==> config.mk <==
export PLATFORM = sky130hd
export DESIGN_NAME = tdc_initial
export DESIGN_NICKNAME = d
export VERILOG_FILES = /design/src/rtl/tdc_gpx_pkg.sv /design/src/rtl/tdc_initial.sv
export SDC_FILE = /design/constraint.sdc
export NUM_CORES = 1
export LEC_CHECK = 0
export CAP_MARGIN = 20
export CORE_ASPECT_RATIO = 0.75
export CORE_MARGIN = 2
export CORE_UTILIZATION = 53
export CTS_CLUSTER_SIZE = 30
export DETAILED_ROUTE_END_ITERATION = 6
export PLACE_DENSITY = 0.79
export SLEW_MARGIN = 10
export SYNTH_ARGS = -nofsm -noshare
export SYNTH_HDL_FRONTEND = slang
export SYNTH_SLANG_ARGS = --single-unit
export TNS_END_PERCENT = 100
==> constraint.sdc <==
create_clock -name clk -period 2.81 [get_ports clk]
set_input_delay 0.562 -clock clk [delete_from_list [all_inputs] [get_ports clk]]
set_output_delay 0.562 -clock clk [all_outputs]
set_load 0.05 [all_outputs]
==> src/rtl/tdc_gpx_pkg.sv <==
// ---------------------------------------------------------------------------
// tdc_gpx_pkg
// Shared definitions for the TDC-GPX power-up configuration sequencer:
//   - tdc_state_e   : sequencer state encoding
//   - ADDR_REGn     : TDC register addresses written during configuration
//   - DEF_REGn      : default configuration words (used as parameter defaults)
//   - LAST_INDEX    : table index of the final configuration write
// ---------------------------------------------------------------------------
package tdc_gpx_pkg;

  // One write cycle walks SETUP -> SEL -> STROBE -> HOLD; WAIT precedes the
  // table and DONE follows it.
  typedef enum logic [2:0] {
    ST_WAIT   = 3'd0,
    ST_SETUP  = 3'd1,
    ST_SEL    = 3'd2,
    ST_STROBE = 3'd3,
    ST_HOLD   = 3'd4,
    ST_DONE   = 3'd5
  } tdc_state_e;

  // TDC register addresses touched by the configuration table.
  localparam logic [3:0] ADDR_REG0  = 4'd0;
  localparam logic [3:0] ADDR_REG1  = 4'd1;
  localparam logic [3:0] ADDR_REG2  = 4'd2;
  localparam logic [3:0] ADDR_REG3  = 4'd3;
  localparam logic [3:0] ADDR_REG4  = 4'd4;
  localparam logic [3:0] ADDR_REG5  = 4'd5;
  localparam logic [3:0] ADDR_REG6  = 4'd6;
  localparam logic [3:0] ADDR_REG7  = 4'd7;
  localparam logic [3:0] ADDR_REG11 = 4'd11;
  localparam logic [3:0] ADDR_REG12 = 4'd12;
  localparam logic [3:0] ADDR_REG14 = 4'd14;

  // Default configuration words.
  localparam logic [27:0] DEF_REG0  = 28'h007FC81;
  localparam logic [27:0] DEF_REG1  = 28'h0000000;
  localparam logic [27:0] DEF_REG2  = 28'h0000002;
  localparam logic [27:0] DEF_REG3  = 28'h0000000;
  localparam logic [27:0] DEF_REG4  = 28'h6000000;
  localparam logic [27:0] DEF_REG5  = 28'h0E004DA;
  localparam logic [27:0] DEF_REG6  = 28'h0000000;
  localparam logic [27:0] DEF_REG7  = 28'h0001FB4;
  localparam logic [27:0] DEF_REG11 = 28'h7FF0000;
  localparam logic [27:0] DEF_REG12 = 28'h2000000;
  localparam logic [27:0] DEF_REG14 = 28'h0000000;

  // Eleven table entries, indices 0..10.
  localparam logic [3:0] LAST_INDEX = 4'd10;

endpackage

==> src/rtl/tdc_initial.sv <==
// ---------------------------------------------------------------------------
// tdc_initial
// Power-up configuration sequencer for a TDC-GPX style time-to-digital
// converter. After reset release it waits WAIT_CYCLES clocks, writes eleven
// configuration words over the parallel bus (4 cycles each), then enables
// the stop channels and raises a sticky done flag.
//
// Ports:
//   clk                 in   system clock, rising edge
//   reset_n             in   asynchronous active-low reset
//   WRN                 out  write strobe, active low
//   CSN                 out  chip select, active low
//   addr[3:0]           out  TDC register address
//   data[27:0]          out  TDC register write data
//   flag                out  configuration complete (sticky until reset)
//   StopDis1..StopDis4  out  stop-channel disables, 1 = disabled
// All outputs are driven directly from registers.
// ---------------------------------------------------------------------------
module tdc_initial
  import tdc_gpx_pkg::*;
#(
  parameter int unsigned WAIT_CYCLES = 8,
  parameter logic [27:0] REG0  = DEF_REG0,
  parameter logic [27:0] REG1  = DEF_REG1,
  parameter logic [27:0] REG2  = DEF_REG2,
  parameter logic [27:0] REG3  = DEF_REG3,
  parameter logic [27:0] REG4  = DEF_REG4,
  parameter logic [27:0] REG5  = DEF_REG5,
  parameter logic [27:0] REG6  = DEF_REG6,
  parameter logic [27:0] REG7  = DEF_REG7,
  parameter logic [27:0] REG11 = DEF_REG11,
  parameter logic [27:0] REG12 = DEF_REG12,
  parameter logic [27:0] REG14 = DEF_REG14
) (
  input  logic        clk,
  input  logic        reset_n,
  output logic        WRN,
  output logic        CSN,
  output logic [3:0]  addr,
  output logic [27:0] data,
  output logic        flag,
  output logic        StopDis1,
  output logic        StopDis2,
  output logic        StopDis3,
  output logic        StopDis4
);

  tdc_state_e  state_q, state_d;
  logic [31:0] waitCnt_q, waitCnt_d;
  logic [3:0]  idx_q, idx_d;

  logic        wrn_q, wrn_d;
  logic        csn_q, csn_d;
  logic [3:0]  addr_q, addr_d;
  logic [27:0] data_q, data_d;
  logic        flag_q, flag_d;
  logic [3:0]  stopDis_q, stopDis_d;

  // Configuration table: index -> {address, data}.
  function automatic logic [31:0] romEntry(input logic [3:0] index);
    logic [31:0] entry;
    case (index)
      4'd0:    entry = {ADDR_REG0,  REG0};
      4'd1:    entry = {ADDR_REG1,  REG1};
      4'd2:    entry = {ADDR_REG2,  REG2};
      4'd3:    entry = {ADDR_REG3,  REG3};
      4'd4:    entry = {ADDR_REG4,  REG4};
      4'd5:    entry = {ADDR_REG5,  REG5};
      4'd6:    entry = {ADDR_REG6,  REG6};
      4'd7:    entry = {ADDR_REG7,  REG7};
      4'd8:    entry = {ADDR_REG11, REG11};
      4'd9:    entry = {ADDR_REG12, REG12};
      default: entry = {ADDR_REG14, REG14};
    endcase
    return entry;
  endfunction

  // Sequencer next-state logic. WAIT holds until the counter has seen
  // WAIT_CYCLES edges, so the first SETUP cycle is cycle WAIT_CYCLES
  // counted from the first edge after reset release.
  always_comb begin
    state_d   = state_q;
    waitCnt_d = waitCnt_q;
    idx_d     = idx_q;
    case (state_q)
      ST_WAIT: begin
        if (waitCnt_q >= WAIT_CYCLES) begin
          state_d = ST_SETUP;
          idx_d   = 4'd0;
        end else begin
          waitCnt_d = waitCnt_q + 32'd1;
        end
      end
      ST_SETUP:  state_d = ST_SEL;
      ST_SEL:    state_d = ST_STROBE;
      ST_STROBE: state_d = ST_HOLD;
      ST_HOLD: begin
        if (idx_q == LAST_INDEX) begin
          state_d = ST_DONE;
        end else begin
          idx_d   = idx_q + 4'd1;
          state_d = ST_SETUP;
        end
      end
      ST_DONE:   state_d = ST_DONE;
      default:   state_d = ST_WAIT;
    endcase
  end

  // Output next values are decoded from the next state so every output can
  // be a flop yet still line up with the state it belongs to. addr/data are
  // only reloaded on entry to SETUP, which keeps them frozen while CSN is low
  // and leaves the last written pair on the bus in DONE.
  always_comb begin
    csn_d     = !((state_d == ST_SEL) || (state_d == ST_STROBE) ||
                  (state_d == ST_HOLD));
    wrn_d     = (state_d != ST_STROBE);
    addr_d    = addr_q;
    data_d    = data_q;
    if ((state_d == ST_SETUP) && (state_q != ST_SETUP)) begin
      {addr_d, data_d} = romEntry(idx_d);
    end
    flag_d    = (state_d == ST_DONE);
    stopDis_d = (state_d == ST_DONE) ? 4'b0000 : 4'b1111;
  end

  // State, counters and output registers; reset drops the bus to idle at
  // once and abandons any write in flight.
  always_ff @(posedge clk or negedge reset_n) begin
    if (!reset_n) begin
      state_q   <= ST_WAIT;
      waitCnt_q <= 32'd0;
      idx_q     <= 4'd0;
      wrn_q     <= 1'b1;
      csn_q     <= 1'b1;
      addr_q    <= 4'd0;
      data_q    <= 28'd0;
      flag_q    <= 1'b0;
      stopDis_q <= 4'b1111;
    end else begin
      state_q   <= state_d;
      waitCnt_q <= waitCnt_d;
      idx_q     <= idx_d;
      wrn_q     <= wrn_d;
      csn_q     <= csn_d;
      addr_q    <= addr_d;
      data_q    <= data_d;
      flag_q    <= flag_d;
      stopDis_q <= stopDis_d;
    end
  end

  assign WRN      = wrn_q;
  assign CSN      = csn_q;
  assign addr     = addr_q;
  assign data     = data_q;
  assign flag     = flag_q;
  assign StopDis1 = stopDis_q[0];
  assign StopDis2 = stopDis_q[1];
  assign StopDis3 = stopDis_q[2];
  assign StopDis4 = stopDis_q[3];

endmodule

**Word-level counts from Yosys, hierarchy flattened**

Memory sizes are Yosys's and may differ from the RTL's. A register that Yosys moved wholly into a read port is not among the register bits.
Index checks and enable logic that the tools add are counted.

- Bits in registers: 74
- Memory bits (read-only): 496
- Input port bits: 2
- Output and inout port bits: 39
- Word-level logic and storage cells: 40
- Memories: 1

Memory list:

| name | words | bits a word | read ports | clocked after memory_dff | wr ports | RTL line | text |
|---|---|---|---|---|---|---|---|
| (no name shown) | 16 | 31 | 1 | 1 | 0 | tdc_initial.sv:62 | `case (index)` |

- $add $sub $neg: 2
- $lt $le $gt $ge: 1
- Equal/unequal tests: 13
- Muxes and demuxes: 7
- Bitwise gates (word level): 1
- Reduce and logical (&&, ||, !) cells: 7

Operators with widths:

| cell | number |
|---|---|
| $add A32 B1 Y32 const B | 1 |
| $ge A32 B4 Y1 const B | 1 |
| $pmux W3 S6 | 1 |
| $eq A3 B2 Y1 const B | 4 |
| $eq A3 B3 Y1 const B | 4 |
| $mux W4 | 3 |
| $pmux W4 S2 | 1 |
| $eq A3 B1 Y1 const B | 2 |
| $mux W3 | 2 |
| $add A4 B1 Y4 const B | 1 |
| $eq A4 B4 Y1 const B | 1 |
| $logic_not A3 Y1 | 1 |
| $ne A3 B1 Y1 const B | 1 |
| $ne A3 B2 Y1 const B | 1 |
| $logic_not A1 Y1 | 2 |
| $logic_or A1 B1 Y1 | 2 |
| $reduce_and A2 Y1 | 1 |
| $logic_and A1 B1 Y1 | 1 |
| $not A1 Y1 | 1 |

**Depth between registers and ports, before layout**

Gate-level depths: netlist (run 1).

- Depth in word-level cells: 7
- Gate-level depth with buffers: 10
- Gate-level depth less buffers: 9

**Least setup slack after synthesis (run 1)**

Ideal clock, no wire load.

- Path type: register to register
- From: register waitCnt_q[14]
- To: register data_q[4] (netlist: data[4])
- Library setup time: 125 ps
- Arrival time: 2420 ps
- Required time: 2685 ps
- Slack: 265 ps
- Cell stages (with the launch flop): 9
- Path buffers: 1
- Clock period less this slack: 2545 ps
- Path through: dfrtp_1 > or4_4 > or4_4 > or4_1 > and2_1 > buf_6 > clkinv_8 > nor2_1 > mux2_4

- Elaborated cells on any way between the ends: 7
- Those cells by class: 1 x order compare; 1 x eq/ne; 4 x mux; 1 x reduce/logical

RTL lines:

| item | RTL line | text |
|---|---|---|
| start, declared | tdc_initial.sv:49 | `logic [31:0] waitCnt_q, waitCnt_d;` |
| start signal, assigned | tdc_initial.sv:142 | `waitCnt_q <= waitCnt_d;` |
| $ge A32 B4 Y1 | tdc_initial.sv:87 | `if (waitCnt_q >= WAIT_CYCLES) begin` |
| $mux W4 | tdc_initial.sv:87 |  |
| $pmux W4 S2 | tdc_initial.sv:85 | `case (state_q)` |
| via idx_d[3] | tdc_initial.sv:50 | `logic [3:0] idx_q, idx_d;` |
| end, declared | tdc_initial.sv:55 | `logic [27:0] data_q, data_d;` |

The timed path passes the listed nets, and every way through them passes these cells.
A chain may end at the register's enable or synchronous reset.

**Worst setup path after layout (run 1)**

Ends and elaborated chain as after synthesis.

==> flow_summary.html, run 1 <==
<table>
<tr><th>Metric</th><th>Value</th></tr>
<tr><th colspan="2">Placed design</th></tr>
<tr><td>Number of port buffers</td><td>39</td></tr>
<tr><td>Final weighted congestion in routability-driven placement</td><td>between 0.9 and 1</td></tr>
<tr><td>DPL Wire Length</td><td>about 3100 um</td></tr>
<tr><td>Post-Place Cells</td><td>290</td></tr>
<tr><th colspan="2">Timing</th></tr>
<tr><td>Post-route fraction of the period consumed by the critical path</td><td>0.947</td></tr>
<tr><td>Final max-slew violation count</td><td>0</td></tr>
<tr><td>F_max</td><td>between 300 and 400 MHz</td></tr>
<tr><td>Worst clock skew</td><td>between 5 and 6 ps</td></tr>
<tr><td>Unrepaired setup endpoints after global routing</td><td>no</td></tr>
<tr><td>Hold Fails Final Rpt</td><td>0</td></tr>
<tr><td>Min Tclk post-route</td><td>2660 ps</td></tr>
<tr><td>Setup-violating endpoint count in the final report</td><td>0</td></tr>
<tr><td>Least-Margin Pin Slew</td><td>623 ps</td></tr>
<tr><td>Total negative slack</td><td>0 ps</td></tr>
<tr><td>Worst slack on hold paths</td><td>between 200 and 250 ps</td></tr>
<tr><td>Worst relative slew slack</td><td>0.584</td></tr>
<tr><th colspan="2">Worst setup path</th></tr>
<tr><td>Max stage delay cell, worst path</td><td>sky130_fd_sc_hd__or4_4</td></tr>
<tr><td>Most common cell type on the critical path</td><td>sky130_fd_sc_hd__or4_4</td></tr>
<tr><td>Worst Path Arrival</td><td>between 2000 and 3000 ps</td></tr>
<tr><td>Crit path required time</td><td>3030 ps</td></tr>
<tr><td>Nature of the critical path endpoint</td><td>flip-flop</td></tr>
<tr><td>Delay of the slowest cell on the worst path</td><td>roughly 530 ps</td></tr>
<tr><td>Type of origin of the critical path</td><td>flip-flop</td></tr>
<tr><td>Kind of critical path</td><td>reg2reg</td></tr>
<tr><td>Highest net fanout along the worst path</td><td>7</td></tr>
<tr><td>Worst path cell trace</td><td>or4_4 &gt; or4_4 &gt; or4_1 &gt; and2_1 &gt; clkinv_8 &gt; nor2_1 &gt; mux2_4</td></tr>
<tr><th colspan="2">Routing</th></tr>
<tr><td>Number of DRC markers in iteration 0</td><td>approximately 110</td></tr>
<tr><td>Total detailed-routing wirelength</td><td>between 4000 and 5000 um</td></tr>
<tr><td>1st-pass router iterations</td><td>4</td></tr>
<tr><td>Wirelength per Cell</td><td>roughly 14 um</td></tr>
<tr><td>Final ANT Viol Nets</td><td>0</td></tr>
<tr><td>Post-detailed-route DRC marker count</td><td>0</td></tr>
<tr><td>Ratio of routed vias to standard cells</td><td>approximately 5.3</td></tr>
<tr><td>Via count of the routed design</td><td>1607</td></tr>
<tr><th colspan="2">Synth</th></tr>
<tr><td>Xor and xnor fraction of the mapped netlist area</td><td>0.0135</td></tr>
<tr><td>Warning count from the yosys run</td><td>0</td></tr>
<tr><td>Synth Area in Simple Gates</td><td>0.135</td></tr>
<tr><td>Adder and majority cell fraction of the synthesized area</td><td>0.0192</td></tr>
<tr><td>Mapped Area</td><td>between 0.002 and 0.003 sq mm</td></tr>
<tr><td>Post-Synthesis Cells</td><td>240</td></tr>
<tr><td>Share of synthesized area spent on multiplexers</td><td>0.0259</td></tr>
<tr><td>Post-synthesis sequential element count</td><td>59</td></tr>
<tr><td>Top cell type by total area after synthesis</td><td>sky130_fd_sc_hd__dfrtp_1</td></tr>
<tr><td>Most used flip-flop cell after synthesis</td><td>sky130_fd_sc_hd__dfrtp_1</td></tr>
<tr><td>Synthesized area per cell</td><td>10.8 sq um</td></tr>
<tr><td>Portion of the post-synthesis area used by sequential elements</td><td>0.568</td></tr>
<tr><td>Main combinational cell family by area after synthesis</td><td>simple AND/OR/NAND/NOR gates</td></tr>
<tr><td>Proportion of netlist area held by the largest area contributor</td><td>0.538</td></tr>
<tr><td>Number of enable flip-flop cells after synthesis</td><td>0</td></tr>
<tr><td>Number of unique standard cell types used by synthesis</td><td>51</td></tr>
<tr><td>Leading post-synthesis cells by cell area</td><td>sky130_fd_sc_hd__dfrtp_1 (54%), sky130_fd_sc_hd__buf_4 (5.5%), sky130_fd_sc_hd__clkbuf_1 (4.9%)</td></tr>
<tr><td>Synth Area in Compound Gates</td><td>0.105</td></tr>
<tr><td>Fraction of synthesis flops using an asynchronous set or reset pin</td><td>1.00</td></tr>
<tr><td>Synth Net Count</td><td>approximately 250</td></tr>
<tr><th colspan="2">Flow run</th></tr>
<tr><td>Reported max-cap violation count</td><td>0</td></tr>
<tr><th colspan="2">Floorplanning</th></tr>
<tr><td>Rows</td><td>22</td></tr>
<tr><td>Area of the die</td><td>between 0.005 and 0.006 sq mm</td></tr>
<tr><td>I/O pin count</td><td>41</td></tr>
<tr><td>CORE AREA</td><td>between 0.004 and 0.005 sq mm</td></tr>
<tr><td>Overall die height</td><td>~65 um</td></tr>
<tr><td>Die width</td><td>around 85 um</td></tr>
<tr><td>Initial core utilization</td><td>0.541</td></tr>
<tr><th colspan="2">GRT</th></tr>
<tr><td>Antenna violations before repair</td><td>0</td></tr>
<tr><td>Maximum number of pins on one net before global-route repair</td><td>34</td></tr>
<tr><td>Total global routing track utilization</td><td>0.179</td></tr>
<tr><td>Overall overflow remaining after global route</td><td>0</td></tr>
<tr><td>First-pass GRT wire length</td><td>a little over 7000 um</td></tr>
<tr><td>Via count of the first global-routing pass</td><td>~1500</td></tr>
<tr><th colspan="2">Outcome</th></tr>
<tr><td>Run status</td><td>finished clean</td></tr>
<tr><th colspan="2">Final layout</th></tr>
<tr><td>Antenna diode count</td><td>0</td></tr>
<tr><td>Reg area</td><td>0.00148 sq mm</td></tr>
<tr><td>Nets@finish</td><td>between 200 and 250</td></tr>
<tr><td>Multi-input combinational cell area</td><td>roughly 780 sq um</td></tr>
<tr><td>Count of filler cells inserted in the layout</td><td>between 300 and 400</td></tr>
<tr><td>Synth-to-Final Area Change</td><td>15.5%</td></tr>
<tr><td>Share of layout cells above drive strength 1</td><td>0.155</td></tr>
<tr><td>Non-Filler Instances</td><td>305</td></tr>
<tr><th colspan="2">CTS</th></tr>
<tr><td>Clock H-tree levels</td><td>3</td></tr>
<tr><td>TritonCTS clock tree</td><td>done</td></tr>
<tr><td>Buffer levels on the longest clock path</td><td>2</td></tr>
<tr><td>Clock Latency Late Sink</td><td>about 330 ps</td></tr>
<tr><td>Number of cells upsized or downsized after cts</td><td>0</td></tr>
<tr><td>Cts-stage hold buffer count</td><td>0</td></tr>
<tr><td>Clock sink count</td><td>around 60</td></tr>
<tr><td>Clock root buffer master</td><td>sky130_fd_sc_hd__clkbuf_8</td></tr>
<tr><td>Clock buffer count from CTS</td><td>9</td></tr>
<tr><td>Post-CTS setup buffer count</td><td>0</td></tr>
<tr><td>Post-CTS clock slew at the launch and capture registers of the worst setup and hold paths</td><td>60 ps</td></tr>
<tr><th colspan="2">Power</th></tr>
<tr><td>Static leakage power</td><td>0.00140 uW</td></tr>
<tr><td>Power per Cell Area</td><td>a little over 500 mW/mm^2</td></tr>
<tr><td>VDD IR max</td><td>a little under 0.5 mV</td></tr>
<tr><th colspan="2">Worst hold path</th></tr>
<tr><td>Worst min-delay path category</td><td>in2async</td></tr>
</table>
Yosys cell counts, types with 2 or more instances:
master	number
sky130_fd_sc_hd__dfrtp_1	56
sky130_fd_sc_hd__clkbuf_1	34
sky130_fd_sc_hd__buf_4	19
sky130_fd_sc_hd__nand2_1	14
sky130_fd_sc_hd__nor2_1	14
sky130_fd_sc_hd__inv_1	8
sky130_fd_sc_hd__o21ai_0	7
sky130_fd_sc_hd__nor4_1	6
sky130_fd_sc_hd__a22o_1	5
sky130_fd_sc_hd__nor3_1	5
sky130_fd_sc_hd__a21oi_1	4
sky130_fd_sc_hd__ha_1	4
sky130_fd_sc_hd__xnor2_1	4
sky130_fd_sc_hd__and2_1	3
sky130_fd_sc_hd__dfstp_2	3
sky130_fd_sc_hd__mux2i_1	3
sky130_fd_sc_hd__o211ai_1	3
sky130_fd_sc_hd__or2_2	3
sky130_fd_sc_hd__or4_1	3
sky130_fd_sc_hd__a211o_1	2
sky130_fd_sc_hd__a22o_2	2
sky130_fd_sc_hd__a31oi_1	2
sky130_fd_sc_hd__and4_1	2
sky130_fd_sc_hd__mux2_2	2
sky130_fd_sc_hd__nand4_1	2
sky130_fd_sc_hd__o21a_1	2
sky130_fd_sc_hd__o22a_1	2
sky130_fd_sc_hd__or3_1	2
sky130_fd_sc_hd__or4_4	2
layout make-up:
class	count	share of cell area
clock buffers	13	0.0562
clock inverters	2	0.00333
flip-flops and latches	59	0.492
well taps	60	0.0250
inverters	10	0.0166
multi-input cells	116	0.260
repair buffers	45	0.146
state kept, by name (all words and copies together) (netlist names):
name       cells
data          12
state_q        3
idx_q          4
CSN            1
addr           4
flag           1
stopDis_q      1
WRN            1
waitCnt_q     32
critical path: cells and delay by family, from the launching register on:
| kind | cells | cell delay [ps] |
|---|---|---|
| flip-flops | 1 | 380 |
| multiplexers | 1 | 270 |
| AND/OR/NAND/NOR | 5 | 1780 |
| buffers and inverters | 1 | 100 |
layer usage:
metal,track usage,up-vias,share of wire
li1,-,792,-
met2,0.225,52,0.40
met3,0.0854,9,0.069
met5,0,-,0
met4,0.0893,0,0.018
met1,0.254,754,0.52
layout by cell type (no fill, tap or decap), types with 3 or more instances in the layout:
cell and instances:
sky130_fd_sc_hd__inv_1 8, sky130_fd_sc_hd__a21oi_1 4, sky130_fd_sc_hd__nor2_1 14, sky130_fd_sc_hd__nor3_1 5
sky130_fd_sc_hd__clkdlybuf4s50_1 38, sky130_fd_sc_hd__nor4_1 6, sky130_fd_sc_hd__xnor2_1 4, sky130_fd_sc_hd__o21ai_0 7
sky130_fd_sc_hd__clkbuf_8 12, sky130_fd_sc_hd__a22o_1 5, sky130_fd_sc_hd__and2_1 3, sky130_fd_sc_hd__dfrtp_1 56
sky130_fd_sc_hd__nand2_1 14, sky130_fd_sc_hd__o211ai_1 3, sky130_fd_sc_hd__buf_4 4, sky130_fd_sc_hd__or2_2 3
sky130_fd_sc_hd__ha_1 4, sky130_fd_sc_hd__or4_1 3, sky130_fd_sc_hd__mux2i_1 3, sky130_fd_sc_hd__dfstp_2 3
kinds of logic (layout without fill, tap and decap cells):
| kind of cell | Yosys count | in the layout |
|---|---|---|
| xor gates and xnor gates | 4 | 4 |
| other | 1 | 1 |
| DFF | 59 | 59 |
| AOI/OAI and AO/OA | 37 | 37 |
| buffers and inverters | 65 | 70 |
| adders and majority gates | 4 | 4 |
| and+or+nand+nor | 64 | 64 |
| muxes | 6 | 6 |
final timing paths:
| check | from | endpoint | slack (ps) | cells after the start |
|---|---|---|---|---|
| min in group clk | waitCnt_q[16] | waitCnt_q[16] | 370 | 0 |
| min | reset_n | waitCnt_q[21] | 240 | 1 |
| max | waitCnt_q[14] | data[4] | 150 | 7 |
| max in group asynchronous | reset_n | data[6] | 1980 | 2 |
| min reg2reg | waitCnt_q[16] | waitCnt_q[16] | 370 | 0 |
| max reg2reg | waitCnt_q[14] | data[4] | 150 | 7 |
power breakdown:
group / switching, uW / leakage, uW / internal, uW
combinational: 18.9 / 0.000524 / 3.29
sequential: 0 / 0.000779 / 850
clock: 298 / 0.0000953 / 384
total: 317 / 0.00140 / 1240
stage by stage:
| step | utilization | instance area, sq um | worst slack, ps | power (uW) |
|---|---|---|---|---|
| finish | 0.624 | 3010 | 149 | 1550 |
| global route | 0.624 | 3010 | 44.0 | 1630 |
| CTS | 0.624 | 3010 | 148 | 1580 |
| detailed placement | 0.587 | 2830 | 157 | 888 |
| global placement | 0.586 | 2820 | 186 | 888 |
| floorplan | - | 2600 | 265 | 869 |
Note: power is estimated with default switching activity, not from simulation.
==> inputs of run 2 (changes only) <==
--- a/config.mk
+++ b/config.mk
@@ -11,6 +11,7 @@
 export CORE_UTILIZATION = 53
 export CTS_CLUSTER_SIZE = 30
 export DETAILED_ROUTE_END_ITERATION = 6
+export MAX_ROUTING_LAYER = met4
 export PLACE_DENSITY = 0.79
 export SLEW_MARGIN = 10
 export SYNTH_ARGS = -nofsm -noshare
==> flow_summary.html, run 2 (same netlist as run 1, synthesis figures left out) <==
<table>
<tr><th>Metric</th><th>Value</th></tr>
<tr><th colspan="2">Outcome</th></tr>
<tr><td>Run status</td><td>finished clean</td></tr>
<tr><th colspan="2">CTS</th></tr>
<tr><td>Clock sink count</td><td>59 (unchanged)</td></tr>
<tr><td>Clock root buffer master</td><td>sky130_fd_sc_hd__clkbuf_8</td></tr>
<tr><td>Cts-stage hold buffer count</td><td>0 (unchanged)</td></tr>
<tr><td>Number of cells upsized or downsized after cts</td><td>0 (unchanged)</td></tr>
<tr><td>TritonCTS clock tree</td><td>done</td></tr>
<tr><td>Post-CTS clock slew at the launch and capture registers of the worst setup and hold paths</td><td>60 ps (about the same)</td></tr>
<tr><td>Clock H-tree levels</td><td>3 (unchanged)</td></tr>
<tr><td>Post-CTS setup buffer count</td><td>0 (unchanged)</td></tr>
<tr><td>Clock Latency Late Sink</td><td>330 ps (about the same)</td></tr>
<tr><td>Clock buffer count from CTS</td><td>9 (unchanged)</td></tr>
<tr><td>Buffer levels on the longest clock path</td><td>2 (unchanged)</td></tr>
<tr><th colspan="2">Routing</th></tr>
<tr><td>Wirelength per Cell</td><td>14.1 um (-0.21%)</td></tr>
<tr><td>Post-detailed-route DRC marker count</td><td>0 (unchanged)</td></tr>
<tr><td>1st-pass router iterations</td><td>4 (unchanged)</td></tr>
<tr><td>Final ANT Viol Nets</td><td>0 (unchanged)</td></tr>
<tr><td>Ratio of routed vias to standard cells</td><td>5.24 (-0.56%)</td></tr>
<tr><td>Number of DRC markers in iteration 0</td><td>89 (-17%)</td></tr>
<tr><td>Via count of the routed design</td><td>1598 (-0.56%)</td></tr>
<tr><td>Total detailed-routing wirelength</td><td>4300 um (-0.21%)</td></tr>
<tr><th colspan="2">Floorplanning</th></tr>
<tr><td>I/O pin count</td><td>41 (unchanged)</td></tr>
<tr><td>Initial core utilization</td><td>0.541 (unchanged)</td></tr>
<tr><td>Overall die height</td><td>64.7 um (unchanged)</td></tr>
<tr><td>Area of the die</td><td>0.00550 sq mm (unchanged)</td></tr>
<tr><td>Rows</td><td>22 (unchanged)</td></tr>
<tr><td>CORE AREA</td><td>0.00482 sq mm (unchanged)</td></tr>
<tr><td>Die width</td><td>84.9 um (unchanged)</td></tr>
<tr><th colspan="2">Final layout</th></tr>
<tr><td>Commonest non-fill, non-tap cells in the layout</td><td>sky130_fd_sc_hd__dfrtp_1 (56), sky130_fd_sc_hd__clkdlybuf4s50_1 (38), sky130_fd_sc_hd__nor2_1 (14), sky130_fd_sc_hd__nand2_1 (14), sky130_fd_sc_hd__clkbuf_8 (12)</td></tr>
<tr><td>Synth-to-Final Area Change</td><td>15.5% (unchanged)</td></tr>
<tr><td>Largest register by flop count</td><td>waitCnt_q</td></tr>
<tr><td>Post-layout utilization of the core</td><td>0.624 (unchanged)</td></tr>
<tr><td>Share of layout cells above drive strength 1</td><td>0.155 (unchanged)</td></tr>
<tr><td>Antenna diode count</td><td>0 (unchanged)</td></tr>
<tr><td>Largest register FFs</td><td>32 (unchanged)</td></tr>
<tr><td>Commonest non-fill, non-tap cell in the layout</td><td>sky130_fd_sc_hd__dfrtp_1</td></tr>
<tr><td>Non-Filler Instances</td><td>305 (unchanged)</td></tr>
<tr><td>Nets@finish</td><td>247 (unchanged)</td></tr>
<tr><th colspan="2">Worst setup path</th></tr>
<tr><td>Worst Path Arrival</td><td>2870 ps (about the same)</td></tr>
<tr><td>Type of origin of the critical path</td><td>flip-flop</td></tr>
<tr><td>Nature of the critical path endpoint</td><td>flip-flop</td></tr>
<tr><td>Crit path required time</td><td>3030 ps (about the same)</td></tr>
<tr><td>Highest net fanout along the worst path</td><td>7 (unchanged)</td></tr>
<tr><td>Kind of critical path</td><td>reg2reg</td></tr>
<tr><th colspan="2">Timing</th></tr>
<tr><td>Least-Margin Pin Slew</td><td>617 ps (-6.57 ps)</td></tr>
<tr><td>Hold Fails Final Rpt</td><td>0 (unchanged)</td></tr>
<tr><td>Final max-slew violation count</td><td>0 (unchanged)</td></tr>
<tr><td>Total negative slack</td><td>0 ps (unchanged)</td></tr>
<tr><td>Post-route fraction of the period consumed by the critical path</td><td>0.945 (-0.00161)</td></tr>
<tr><td>Worst relative slew slack</td><td>0.589 (+0.00438)</td></tr>
<tr><td>F_max</td><td>376 MHz (+0.17%)</td></tr>
<tr><td>Worst slack on hold paths</td><td>239 ps (-2.64 ps)</td></tr>
<tr><td>Unrepaired setup endpoints after global routing</td><td>no</td></tr>
<tr><td>Setup-violating endpoint count in the final report</td><td>0 (unchanged)</td></tr>
<tr><td>Min Tclk post-route</td><td>2660 ps (-4.54 ps)</td></tr>
<tr><td>Worst clock skew</td><td>5.14 ps (+0.0534 ps)</td></tr>
<tr><th colspan="2">GRT</th></tr>
<tr><td>Total global routing track utilization</td><td>0.184 (+0.00537)</td></tr>
<tr><td>First-pass GRT wire length</td><td>7250 um (+0.29%)</td></tr>
<tr><td>Overall overflow remaining after global route</td><td>0 (unchanged)</td></tr>
<tr><td>Via count of the first global-routing pass</td><td>1507 (-0.20%)</td></tr>
<tr><td>Maximum number of pins on one net before global-route repair</td><td>34 (unchanged)</td></tr>
<tr><td>Antenna violations before repair</td><td>0 (unchanged)</td></tr>
<tr><th colspan="2">Power</th></tr>
<tr><td>Power per Cell Area</td><td>517 mW/mm^2 (about the same)</td></tr>
<tr><td>Static leakage power</td><td>0.00140 uW (unchanged)</td></tr>
<tr><td>Internal power</td><td>1240 uW (about the same)</td></tr>
<tr><td>Net Sw Power</td><td>316 uW (-0.29%)</td></tr>
<tr><td>Switching part of the total power</td><td>0.203 (-0.000474)</td></tr>
<tr><td>Part of the total power dissipated in combinational logic</td><td>0.014 (about the same)</td></tr>
<tr><td>Register share of total power</td><td>0.547 (about the same)</td></tr>
<tr><td>Power after layout</td><td>1550 uW (about the same)</td></tr>
<tr><td>Power share of the clock group</td><td>0.439 (about the same)</td></tr>
<tr><td>VDD IR max</td><td>0.484 mV (about the same)</td></tr>
<tr><th colspan="2">Placed design</th></tr>
<tr><td>DPL Wire Length</td><td>3150 um (unchanged)</td></tr>
<tr><td>Number of port buffers</td><td>39 (unchanged)</td></tr>
<tr><td>Post-Place Cells</td><td>290 (unchanged)</td></tr>
<tr><td>Final weighted congestion in routability-driven placement</td><td>0.937 (+1.8%)</td></tr>
<tr><th colspan="2">Flow run</th></tr>
<tr><td>Reported max-cap violation count</td><td>0 (unchanged)</td></tr>
<tr><th colspan="2">Worst hold path</th></tr>
<tr><td>Worst min-delay path category</td><td>in2async</td></tr>
</table>
==> run 2: path summary, 6_finish.rpt <==
path / from / endpoint / slack [ps] / cells past startpoint
worst max-delay path: waitCnt_q[14] / data[4] / 150 / 7
worst min-delay path: reset_n / waitCnt_q[21] / 240 / 1
worst max register to register: waitCnt_q[14] / data[4] / 150 / 7
worst min register to register: waitCnt_q[16] / waitCnt_q[16] / 370 / 0
max in group asynchronous: reset_n / data[6] / 1990 / 2
min in group clk: waitCnt_q[16] / waitCnt_q[16] / 370 / 0
==> run 2: cell type report <==
type                    instances  area (sq um)
clock buffers                  13           169
multi-input cells             116           782
fillers                       381          1810
flip-flops and latches         59          1480
clock inverters                 2          10.0
inverters                      10          50.0
repair buffers                 45           440
well taps                      60          75.1
==> run 2: critical path: stages, from the launching register on <==
cell,delay [ps]
sky130_fd_sc_hd__dfrtp_1,380
sky130_fd_sc_hd__or4_4,530
sky130_fd_sc_hd__or4_4,430
sky130_fd_sc_hd__or4_1,500
sky130_fd_sc_hd__and2_1,270
sky130_fd_sc_hd__clkinv_8,100
sky130_fd_sc_hd__nor2_1,60
sky130_fd_sc_hd__mux2_4,270
==> run 2: metrics by stage <==
| step | instance area [sq um] | setup WS [ps] |
|---|---|---|
| 2_1_floorplan | 2600 | 265 |
| 3_3_place_gp | 2820 | 186 |
| 3_5_place_dp | 2830 | 157 |
| 4_1_cts | 3010 | 148 |
| 5_1_grt | 3010 | 44.0 |
| 6_report | 3010 | 154 |
==> run 2: per-layer routing <==
layer | global-route usage | vias to the layer above | routed length [um]
met3 | 0.0854 | 9 | 296
met2 | 0.224 | 49 | 1700
met1 | 0.256 | 749 | 2220
met5 | - | - | 0
met4 | 0.0893 | 0 | 80
li1 | - | 791 | -
==> run 2: power groups by stage <==
stage          logic, uW  registers [uW]  clock network, uW
6_report            22.0             850                681
3_3_place_gp        22.9             865                  0
2_1_floorplan       3.98             865                  0
3_5_place_dp        23.3             865                  0
5_1_grt             25.8             849                757
4_1_cts             23.7             850                705
==> inputs of run 3 (changes only) <==
==> constraint.sdc (replaced) <==
create_clock -name clk -period 2.6 [get_ports clk]
set_input_delay 0.52 -clock clk [delete_from_list [all_inputs] [get_ports clk]]
set_output_delay 0.52 -clock clk [all_outputs]
set_load 0.05 [all_outputs]
==> flow_summary.html, run 3 (same netlist as run 1, synthesis figures left out) <==
<table>
<tr><th>Metric</th><th>Value</th></tr>
<tr><th colspan="2">Outcome</th></tr>
<tr><td>Run status</td><td>finished clean</td></tr>
<tr><th colspan="2">Routing</th></tr>
<tr><td>Final ANT Viol Nets</td><td>0 (unchanged)</td></tr>
<tr><td>1st-pass router iterations</td><td>4 (unchanged)</td></tr>
<tr><td>Via count of the routed design</td><td>1602 (+0.25%)</td></tr>
<tr><td>Post-detailed-route DRC marker count</td><td>0 (unchanged)</td></tr>
<tr><td>Ratio of routed vias to standard cells</td><td>5.18 (-1.0%)</td></tr>
<tr><td>Total detailed-routing wirelength</td><td>4480 um (+4.3%)</td></tr>
<tr><td>Wirelength per Cell</td><td>14.5 um (+3.0%)</td></tr>
<tr><td>Number of DRC markers in iteration 0</td><td>124 (+39%)</td></tr>
<tr><th colspan="2">CTS</th></tr>
<tr><td>Clock buffer count from CTS</td><td>9 (unchanged)</td></tr>
<tr><td>Clock Latency Late Sink</td><td>340 ps (about the same)</td></tr>
<tr><td>Buffer levels on the longest clock path</td><td>2 (unchanged)</td></tr>
<tr><td>Clock sink count</td><td>59 (unchanged)</td></tr>
<tr><td>TritonCTS clock tree</td><td>done</td></tr>
<tr><td>Clock H-tree levels</td><td>3 (unchanged)</td></tr>
<tr><td>Post-CTS clock slew at the launch and capture registers of the worst setup and hold paths</td><td>70 ps (about the same)</td></tr>
<tr><td>Cts-stage hold buffer count</td><td>0 (unchanged)</td></tr>
<tr><td>Clock root buffer master</td><td>sky130_fd_sc_hd__clkbuf_8</td></tr>
<tr><th colspan="2">Timing</th></tr>
<tr><td>Unrepaired setup endpoints after global routing</td><td>yes</td></tr>
<tr><td>Hold Fails Final Rpt</td><td>0 (unchanged)</td></tr>
<tr><td>Least-Margin Pin Slew</td><td>700 ps (+83.8 ps)</td></tr>
<tr><td>Worst relative slew slack</td><td>0.533 (-0.0559)</td></tr>
<tr><td>Post-route fraction of the period consumed by the critical path</td><td>0.977 (+0.0317)</td></tr>
<tr><td>Worst clock skew</td><td>7.82 ps (+2.68 ps)</td></tr>
<tr><td>Final max-slew violation count</td><td>0 (unchanged)</td></tr>
<tr><td>F_max</td><td>394 MHz (+4.6%)</td></tr>
<tr><td>Setup-violating endpoint count in the final report</td><td>0 (unchanged)</td></tr>
<tr><td>Post-route setup slack</td><td>60.1 ps (-93.8 ps)</td></tr>
<tr><td>Min Tclk post-route</td><td>2540 ps (-116 ps)</td></tr>
<tr><th colspan="2">Floorplanning</th></tr>
<tr><td>Die width</td><td>84.9 um (unchanged)</td></tr>
<tr><td>CORE AREA</td><td>0.00482 sq mm (unchanged)</td></tr>
<tr><td>Overall die height</td><td>64.7 um (unchanged)</td></tr>
<tr><td>Area of the die</td><td>0.00550 sq mm (unchanged)</td></tr>
<tr><td>Initial core utilization</td><td>0.541 (unchanged)</td></tr>
<tr><td>Rows</td><td>22 (unchanged)</td></tr>
<tr><td>I/O pin count</td><td>41 (unchanged)</td></tr>
<tr><th colspan="2">GRT</th></tr>
<tr><td>Total global routing track utilization</td><td>0.193 (+0.00872)</td></tr>
<tr><td>Maximum number of pins on one net before global-route repair</td><td>60 (+76%)</td></tr>
<tr><td>Via count of the first global-routing pass</td><td>1636 (+8.6%)</td></tr>
<tr><td>Overall overflow remaining after global route</td><td>0 (unchanged)</td></tr>
<tr><td>Antenna violations before repair</td><td>0 (unchanged)</td></tr>
<tr><td>First-pass GRT wire length</td><td>7780 um (+7.4%)</td></tr>
<tr><th colspan="2">Final layout</th></tr>
<tr><td>Largest register by flop count</td><td>waitCnt_q</td></tr>
<tr><td>Nets@finish</td><td>250 (+1.2%)</td></tr>
<tr><td>Non-Filler Instances</td><td>309 (+1.3%)</td></tr>
<tr><td>Post-layout utilization of the core</td><td>0.638 (+0.0135)</td></tr>
<tr><td>Synth-to-Final Area Change</td><td>18.0%</td></tr>
<tr><td>Commonest non-fill, non-tap cell in the layout</td><td>sky130_fd_sc_hd__dfrtp_1</td></tr>
<tr><td>Antenna diode count</td><td>0 (unchanged)</td></tr>
<tr><td>Share of layout cells above drive strength 1</td><td>0.209 (+0.0537)</td></tr>
<tr><td>Commonest non-fill, non-tap cells in the layout</td><td>sky130_fd_sc_hd__dfrtp_1 (56), sky130_fd_sc_hd__clkdlybuf4s50_1 (38), sky130_fd_sc_hd__nand2_1 (14), sky130_fd_sc_hd__nor2_1 (11), sky130_fd_sc_hd__clkbuf_8 (10)</td></tr>
<tr><td>Largest register FFs</td><td>32 (unchanged)</td></tr>
<tr><th colspan="2">Placed design</th></tr>
<tr><td>Final weighted congestion in routability-driven placement</td><td>0.911 (-2.7%)</td></tr>
<tr><td>DPL Wire Length</td><td>3120 um (-0.75%)</td></tr>
<tr><td>Post-placement setup slack</td><td>-62.7 ps (-220 ps)</td></tr>
<tr><td>Number of port buffers</td><td>39 (unchanged)</td></tr>
<tr><td>Post-Place Cells</td><td>293 (+1.0%)</td></tr>
<tr><th colspan="2">Worst setup path</th></tr>
<tr><td>Reg2Reg Launch Point</td><td>waitCnt_q[14]</td></tr>
<tr><td>Worst path cell trace</td><td>or4_4 &gt; or4_4 &gt; or4_4 &gt; and2_4 &gt; clkinv_8 &gt; nor2_2 &gt; mux2_4</td></tr>
<tr><td>Kind of critical path</td><td>reg2reg</td></tr>
<tr><td>Slack of the worst reg-to-reg path</td><td>60 ps (-90 ps)</td></tr>
<tr><td>Depth of the most critical reg-to-reg path</td><td>7 (unchanged)</td></tr>
<tr><td>Type of origin of the critical path</td><td>flip-flop</td></tr>
<tr><td>Worst Path Arrival</td><td>2760 ps (-110 ps)</td></tr>
<tr><td>Highest net fanout along the worst path</td><td>6 (-1)</td></tr>
<tr><td>Max stage delay cell, worst path</td><td>sky130_fd_sc_hd__or4_4</td></tr>
<tr><td>Delay of the slowest cell on the worst path</td><td>530 ps (about the same)</td></tr>
<tr><td>Crit path buffers/inverters</td><td>1 (unchanged)</td></tr>
<tr><td>Most common cell type on the critical path</td><td>sky130_fd_sc_hd__or4_4</td></tr>
<tr><td>Nature of the critical path endpoint</td><td>flip-flop</td></tr>
<tr><td>Top Family by Delay on Critical Path</td><td>simple AND/OR/NAND/NOR gates</td></tr>
<tr><td>Crit Reg-Reg Endpoint</td><td>data[4]</td></tr>
<tr><td>Crit path required time</td><td>2820 ps (-210 ps)</td></tr>
<tr><th colspan="2">Power</th></tr>
<tr><td>Static leakage power</td><td>0.00142 uW (+1.7%)</td></tr>
<tr><td>VDD IR max</td><td>0.519 mV (+7.3%)</td></tr>
<tr><td>Power per Cell Area</td><td>574 mW/mm^2 (+11%)</td></tr>
<tr><th colspan="2">Flow run</th></tr>
<tr><td>Reported max-cap violation count</td><td>0 (unchanged)</td></tr>
<tr><th colspan="2">Worst hold path</th></tr>
<tr><td>Worst min-delay path category</td><td>in2async</td></tr>
</table>
==> run 3: final cells by class <==
class                      instances  area (sq um)
clock buffer                      10           138
clock inverter                     6          65.1
fill                             355          1750
inverter                          10          50.0
multi-input combinational        116           811
sequential                        59          1480
tap                               60          75.1
timing repair buffer              48           453
==> run 3: power by group <==
group | switching [uW] | internal (uW) | total [uW]
Combinational | 19.5 | 1.50 | 21.0
Clock | 355 | 467 | 823
Sequential | 0 | 918 | 918
Total | 375 | 1390 | 1760
==> run 3: through the flow <==
step                      setup TNS [ps]  hold slack [ps]  instance area, sq um  power, uW
after floorplan                        0              224                  2600        940
after global placement             -21.3              365                  2840        957
after detailed placement            -132              366                  2840        958
after CTS                              0              331                  3050       1790
after global routing               -11.1              375                  3070       1840
final                                  0              319                  3070       1760
==> run 3: repair_timing <==
action / CTS / global route
setup buffers: 0 / 0
endpoints found under the setup margin: 10 / 6
pin swaps: 0 / 2
gates resized for setup: 2 / 8
==> run 3: metal layers <==
layer	GRT usage	wire length, um
met1	0.278	2290
met2	0.240	1870
met3	0.0688	246
met4	0.0933	76
met5	-	0
==> run 3: how the worst max path moves through the flow <==
stage                   from      end  slack, ps  cells after the start
2_1_floorplan  waitCnt_q[14]  data[4]         60                      8
4_1_cts        waitCnt_q[14]  data[6]          5                      7
6_report       waitCnt_q[14]  data[4]         60                      7
3_5_place_dp   waitCnt_q[14]  data[4]        -60                      7
3_3_place_gp   waitCnt_q[14]  data[4]        -20                      7
5_1_grt        waitCnt_q[14]  data[4]         -6                      7
==> run 3: worst reg2reg max path: stages, from the launching register on <==
cell and delay [ps]:
sky130_fd_sc_hd__dfrtp_1 380, sky130_fd_sc_hd__or4_4 530, sky130_fd_sc_hd__or4_4 440, sky130_fd_sc_hd__or4_4 510, sky130_fd_sc_hd__and2_4 190, sky130_fd_sc_hd__clkinv_8 60, sky130_fd_sc_hd__nor2_2 40, sky130_fd_sc_hd__mux2_4 260
